[src/rtl/buzzer_sequencer.sv]
// Background-music / jingle sequencer: owns the music-select state and beat index.
// Optional macro BUZZER_PAUSE_EN adds a pause input that freezes the game song.
module buzzer_sequencer #(
   parameter int BEAT_DIV = 12500000,
   parameter int GAME_LEN = 128,
   parameter int WIN_LEN  = 32,
   parameter int LOSE_LEN = 32
) (
   input  logic       clk,
   input  logic       rst,
   input  logic       start,
   input  logic       win,
   input  logic       lose,
`ifdef BUZZER_PAUSE_EN
   input  logic       pause,
`endif
   output logic [1:0] state,
   output logic [7:0] beat,
   output logic       beat_tick,
   output logic       song_done,
   output logic       busy
);

   typedef enum logic [1:0] {
      S_IDLE = 2'b00,
      S_GAME = 2'b01,
      S_WIN  = 2'b10,
      S_LOSE = 2'b11
   } state_e;

   localparam logic [23:0] PRESC_LAST = 24'(BEAT_DIV - 1);
   localparam logic [7:0]  GAME_LAST  = 8'(GAME_LEN - 1);
   localparam logic [7:0]  WIN_LAST   = 8'(WIN_LEN - 1);
   localparam logic [7:0]  LOSE_LAST  = 8'(LOSE_LEN - 1);

   state_e      state_q;
   logic [7:0]  beat_q;
   logic [23:0] presc_q;
   logic        done_q;
   logic        hold;
   logic        tick;
   logic [7:0]  jingle_last;

`ifdef BUZZER_PAUSE_EN
   assign hold = (state_q == S_GAME) && pause;
`else
   assign hold = 1'b0;
`endif

   assign tick        = (state_q != S_IDLE) && !hold && (presc_q == PRESC_LAST);
   assign jingle_last = (state_q == S_WIN) ? WIN_LAST : LOSE_LAST;

   always_ff @(posedge clk or posedge rst) begin
      if (rst) begin
         state_q <= S_IDLE;
         beat_q  <= 8'd0;
         presc_q <= 24'd0;
         done_q  <= 1'b0;
      end else begin
         done_q <= 1'b0;
         case (state_q)
            S_IDLE: begin
               presc_q <= 24'd0;
               beat_q  <= 8'd0;
               if (start) state_q <= S_GAME;
            end
            S_GAME: begin
               // Game events override any beat advance on the same edge.
               if (lose) begin
                  state_q <= S_LOSE;
                  presc_q <= 24'd0;
                  beat_q  <= 8'd0;
               end else if (win) begin
                  state_q <= S_WIN;
                  presc_q <= 24'd0;
                  beat_q  <= 8'd0;
               end else if (!hold) begin
                  presc_q <= tick ? 24'd0 : presc_q + 24'd1;
                  if (tick) beat_q <= (beat_q == GAME_LAST) ? 8'd0 : beat_q + 8'd1;
               end
            end
            default: begin
               if (tick && (beat_q == jingle_last)) begin
                  state_q <= S_IDLE;
                  presc_q <= 24'd0;
                  beat_q  <= 8'd0;
                  done_q  <= 1'b1;
               end else begin
                  presc_q <= tick ? 24'd0 : presc_q + 24'd1;
                  if (tick) beat_q <= beat_q + 8'd1;
               end
            end
         endcase
      end
   end

   assign state     = state_q;
   assign beat      = beat_q;
   assign beat_tick = tick;
   assign song_done = done_q;
   assign busy      = (state_q != S_IDLE);

endmodule

[config.mk]
export PLATFORM = sky130hd
export DESIGN_NAME = buzzer_sequencer
export DESIGN_NICKNAME = d
export VERILOG_FILES = /design/src/rtl/buzzer_sequencer.sv
export SDC_FILE = /design/constraint.sdc
export NUM_CORES = 1
export LEC_CHECK = 0
export BUFFER_PORTS_ARGS = -buffer_cell sky130_fd_sc_hd__buf_2
export CORE_UTILIZATION = 58
export DETAILED_ROUTE_END_ITERATION = 8
export HOLD_SLACK_MARGIN = 0.05
export PLACE_DENSITY = 0.84
export SETUP_SLACK_MARGIN = 0.2
export SKIP_LAST_GASP = 1
export SYNTH_ARGS = -nofsm -noshare
export SYNTH_HDL_FRONTEND = slang
export SYNTH_SLANG_ARGS = --single-unit
[constraint.sdc]
create_clock -name clk -period 1.9 [get_ports clk]
set_input_delay 0.285 -clock clk [delete_from_list [all_inputs] [get_ports clk]]
set_output_delay 0.285 -clock clk [all_outputs]
set_load 0.01 [all_outputs]
## Yosys cells after proc, flatten, opt, wreduce, memory -nomap -nowiden

Index checks and enable logic that the tools add are counted.

| word-level totals | value |
|---|---|
| flip-flop bits (word level) | 35 |
| bits in latches | 0 |
| bits in writable memories | 0 |
| bits in read-only memories | 0 |
| input bits | 5 |
| output and inout bits | 13 |
| word-level logic and storage cells | 41 |
| memories | 0 |

| cells by class | value |
|---|---|
| add/subtract/negate cells | 2 |
| multiply operators | 0 |
| divide/modulo/power cells | 0 |
| $lt $le $gt $ge | 0 |
| eq/ne operators | 7 |
| shift-type cells | 0 |
| muxes and demuxes | 19 |
| bitwise operators | 0 |
| reductions and logical operators | 9 |

Operator list:

| kind | number |
|---|---|
| 24-bit two-way mux | 4 |
| 8-bit two-way mux | 6 |
| 24-bit one-hot mux with 2 select lines | 1 |
| 24-bit by 1-bit adder with 24-bit output, second input constant | 1 |
| 24-bit == test, second input constant | 1 |
| 8-bit one-hot mux with 2 select lines | 1 |
| 8-bit by 1-bit adder with 8-bit output, second input constant | 1 |
| 8-bit by 5-bit == test with 1-bit output, second input constant | 1 |
| 8-bit by 7-bit == test with 1-bit output, second input constant | 1 |
| 2-bit two-way mux | 4 |
| 4-bit inequality test, second input constant | 1 |
| 2-bit one-hot mux with 2 select lines | 1 |
| 4-bit nonzero test | 1 |
| 3-bit inequality test, second input constant | 1 |
| 3-bit AND reduction | 1 |
| 3-bit nonzero test | 1 |
| 2-bit by 1-bit == test with 1-bit output, second input constant | 1 |
| 1-bit logical AND | 2 |
| 2-bit logical NOT | 1 |
| 1-bit two-way mux | 2 |
| 2-bit inequality test, second input constant | 1 |
| 2-bit AND reduction | 1 |
| 2-bit nonzero test | 1 |
| 2-bit OR reduction | 1 |

## Logic depth before layout (Yosys ltp)

| logic depth | value |
|---|---|
| depth after elaboration | 6 |
| gate-level depth with buffers | 7 |
| mapped depth without buffers | 6 |

## Worst setup path after synthesis

OpenSTA, ideal clock, no wires.

| timing path | value |
|---|---|
| kind | reg2reg |
| start point | register presc_q[0] |
| end point | register presc_q[18] |
| setup time | 0.120 ns |
| arrival time | 1.572 ns |
| required time | 1.780 ns |
| slack | 0.208 ns |
| stages on the path, launching flop included | 8 |
| path buffers | 1 |
| clock period less this slack | 1.692 ns |
| path through | dfrtp_1 > ha_1 > nand4_1 > or3_1 > buf_6 > nor3_2 > xnor2_1 > nor2_2 |

| between the ends | value |
|---|---|
| word-level cells in the longest chain between the ends | 6 |
| elaborated cells between the ends (all ways) | 9 |
| those cells by class | add/sub: 1; eq/ne: 1; mux: 5; reduce/logical: 2 |

Ends and longest elaborated chain:

| element | line | text |
|---|---|---|
| from (decl) | 38 | `logic [23:0] presc_q;` |
| from (signal assigned) | 78 | `presc_q <= tick ? 24'd0 : presc_q + 24'd1;` |
| from (signal assigned) | 89 | `presc_q <= tick ? 24'd0 : presc_q + 24'd1;` |
| parallel branches: the longest is 5 deep, another holds 24-bit by 1-bit adder with 24-bit output | n/a |  |
| 24-bit one-hot mux with 2 select lines (*) | 61 | `case (state_q)` |

Every way passes the cells marked *.
A chain may end at the register's enable or synchronous reset.

## Worst setup path in the final report

| timing path | value |
|---|---|
| start point | register presc_q[0] |
| end point | output beat_tick |

| between the ends | value |
|---|---|
| word-level cells in the longest chain between the ends | 2 |

Ends and longest elaborated chain:

| element | line | text |
|---|---|---|
| 24-bit == test | 50 | `assign tick = (state_q != S_IDLE) && !hold && (presc_q == PRESC_LAST);` |
| 1-bit logical AND | 50 |  |
| to (decl) | 19 | `output logic beat_tick,` |

No other way between the ends.

==> impl_metrics.yaml <==
outcome:
  status: "finished with violations"
  failed_checks: "setup timing"
yosys:
  syn_nets: 203
  yosysSeqAreaShare: 0.4590
  async_reset_ff_frac: 1.000
  yosysTopAreaCellShare: 0.4590
  synth_seq_cells: 35
  synthTopCellsByCount: "dfrtp_1 (35), nor2_1 (31), xnor2_1 (17), nand2_1 (16), nand3_1 (11)"
  syn_inst: 196
  synth_most_common_cell: "dfrtp_1"
  synthTopCellsByArea: "dfrtp_1 (46%), xnor2_1 (7.8%), nor2_1 (6.1%)"
  syn_area_um2: 1908
  yosys.area.top_type: "dfrtp_1"
  ys_types: 39
  avgSynthCellArea_um2: 9.735
  ys_warn_count: 0
  ys.flop_type: "dfrtp_1"
  synth_edf_count: 0
global_routing:
  grt_use_total: 0.2869
  overflow: 0
  grt_pass1_vias: 1521
  antenna_found_initial: 0
  grt_max_degree: 36
  grt_pass1_wl_um: 7010
cells_and_area:
  final_layout_size_suffix_gt1_frac: 0.4647
  fill_cells: 148
  antenna_cells: 0
  syn_to_final_growth_pct: 37.90
  fin_nets: 247
  multi_input_area_um2: 1246
  layout.cells.non_filler: 285
  seqCellArea_um2: 883.3
flow_run:
  maxCapViolCount: 0
worst_setup_path:
  path_max_fanout: 2
  cp.required_ps: 1620
  cp_slowest_stage_delay_ps: 430
  worst_path_max_delay_cell: "dfrtp_1"
  cp-start-kind: "flop"
  worstPathArrival_ps: 1720
  crit_path_frequent_cell: "and4_4"
  crit_path_end_kind: "primary output"
  critical_path_class: "reg2out"
  cp_cell_sequence: "ha_4, and4_4, and4_4, and3_4, buf_6"
clock_tree:
  cts_num_sinks: 35
  htree_levels: 2
  path_clk_slew_ps: 110
  cts_tree: "done"
  cts_buffer_depth: 2
  cts_buffers: 5
  clk_latency_ps: 370
  cts_root_buffer: "clkbuf_4"
floorplanning:
  die_h_um: 59.36
  fp.dieW_um: 59.36
  rows: 20
  start_util: 0.6199
  core_area_um2: 3078
  die-area_um2: 3523
  io_pins: 18
min_path:
  hold_class: "in2reg"
timing:
  max_freq_mhz: 499.8
  slew_viol_final: 0
  fin_skew_ps: 6.016
  period_share: 1.053
  fin_ws_ps: -100.7
  worstMarginPinSlew_ps: 451.6
  setup_viol: 3
  relSlewSlack: 0.6990
  rsz0062_at_grt: "yes"
  finalWorstPathRequiredPeriod_ps: 2001
  hold_violations: 0
pwr:
  p_per_area_nw_per_um2: 518.6
  vdd_drop_max_mv: 0.4610
  leakagePower_nw: 1.140
  p_total_mw: 1.365
routing:
  drt-initial-drc-count: 109
  drc: 0
  wl_per_cell_um: 20.31
  drt-total-wl_um: 5787
  vias_per_cell: 6.088
  drtPass1Iterations: 5
  antenna_left: 0
  vias: 1735
place:
  post-place-ws_ps: 31.37
  portBuffers: 17
  hpwl_um: 2585
  dp_cells: 258
  routabilityCongestion: 0.8722
[through the flow]
stage / hold WS, ps / util / TNS (ps) / cell area, um2
final: 272.6 / 0.8549 / -102.7 / 2631
after detailed placement: 398.4 / 0.6707 / 0 / 2064
after floorplan: 439.3 / - / 0 / 1908
after global routing: 258.8 / 0.8549 / -563.2 / 2631
after global placement: 401.5 / 0.6707 / 0 / 2064
after CTS: 234.8 / 0.7533 / -46.91 / 2318
[cell type report]
class,count,share of cell area
clock buffers,6,0.01950
clock inverters,2,0.01331
inverters,4,0.005706
multi-input cells,152,0.4736
flip-flops and latches,35,0.3357
well taps,44,0.02092
repair buffers,42,0.1312
[layout by cell type, fill, tap and decap left out, drive strengths merged]
master       Yosys  routed
a21boi           1       1
nor4             3       3
o2111ai          1       1
nor3b            2       2
nand4            9       9
o21ai            6       6
nor2            34      34
nor2b            1       1
nand2           17      17
dlygate4sd3      0       1
xor2            10      10
xnor2           17      17
nor3            12      12
and4             7       7
nand3           12      12
inv              4       4
and3             4       4
or3              2       2
clkbuf           2       7
o22ai            1       1
a21oi            3       3
or2              2       2
clkinv           0       1
ha               2       2
nand4b           1       1
dfrtp           35      35
nor4b            1       1
and2             3       3
buf              3      40
o211ai           1       1
bufinv           0       1
[flip-flops by register name (all words and copies together), names as in the netlist]
register	flops
presc_q	24
beat	8
state	2
song_done	1
[final timing paths]
path | endpoint | cells past startpoint | slack (ps) | startpoint
setup / recovery | beat_tick | 5 | -100 | presc_q[0]
hold / removal | state[0] | 3 | 270 | start
setup reg to reg | beat[6] | 8 | 0 | presc_q[0]
hold reg to reg | presc_q[16] | 2 | 590 | presc_q[16]
max in group asynchronous | presc_q[6] | 4 | 1000 | rst
min in group asynchronous | presc_q[7] | 4 | 560 | rst
[cell families (layout without fill, tap and decap cells)]
logic type	count (synthesis)	after routing	synth area share
DFF	35	35	0.4590
AOI/OAI and AO/OA	13	13	0.03935
adders and majority gates	2	2	0.01311
and+or+nand+nor	110	110	0.3416
buffers and inverters	9	54	0.02295
xor gates and xnor gates	27	27	0.1239
[worst max-delay path: cells and delay by family (launching register included)]
| kind | cells | cell delay (ps) |
|---|---|---|
| AND/OR/NAND/NOR | 3 | 660 |
| flip-flops | 1 | 430 |
| adder cells (fa/ha/maj) | 1 | 170 |
| buffers and inverters | 1 | 90 |
[repair_timing]
item                                    CTS  global route
endpoints found under the setup margin   34            36
gates cloned                              0             2
pin swaps                                11            16
setup buffers                            12             4
gates resized for setup                  15            61
endpoints found under the hold margin    35             0
hold buffers                              1             0
[report_power, final]
| group | total [mW] | switching, mW | internal, mW |
|---|---|---|---|
| sequential | 0.744 | 0 | 0.744 |
| clock | 0.590 | 0.279 | 0.311 |
| combinational | 0.0304 | 0.0215 | 0.00893 |
| total | 1.36 | 0.301 | 1.06 |
[layer usage]
layer,vias to the layer above,track usage,part of all wire
li1,771,-,-
met1,872,0.3476,0.37
met2,74,0.4575,0.54
met3,18,0.06332,0.053
met4,0,0.1905,0.029
met5,-,0,0
Note: power is estimated with default switching activity, not from simulation.
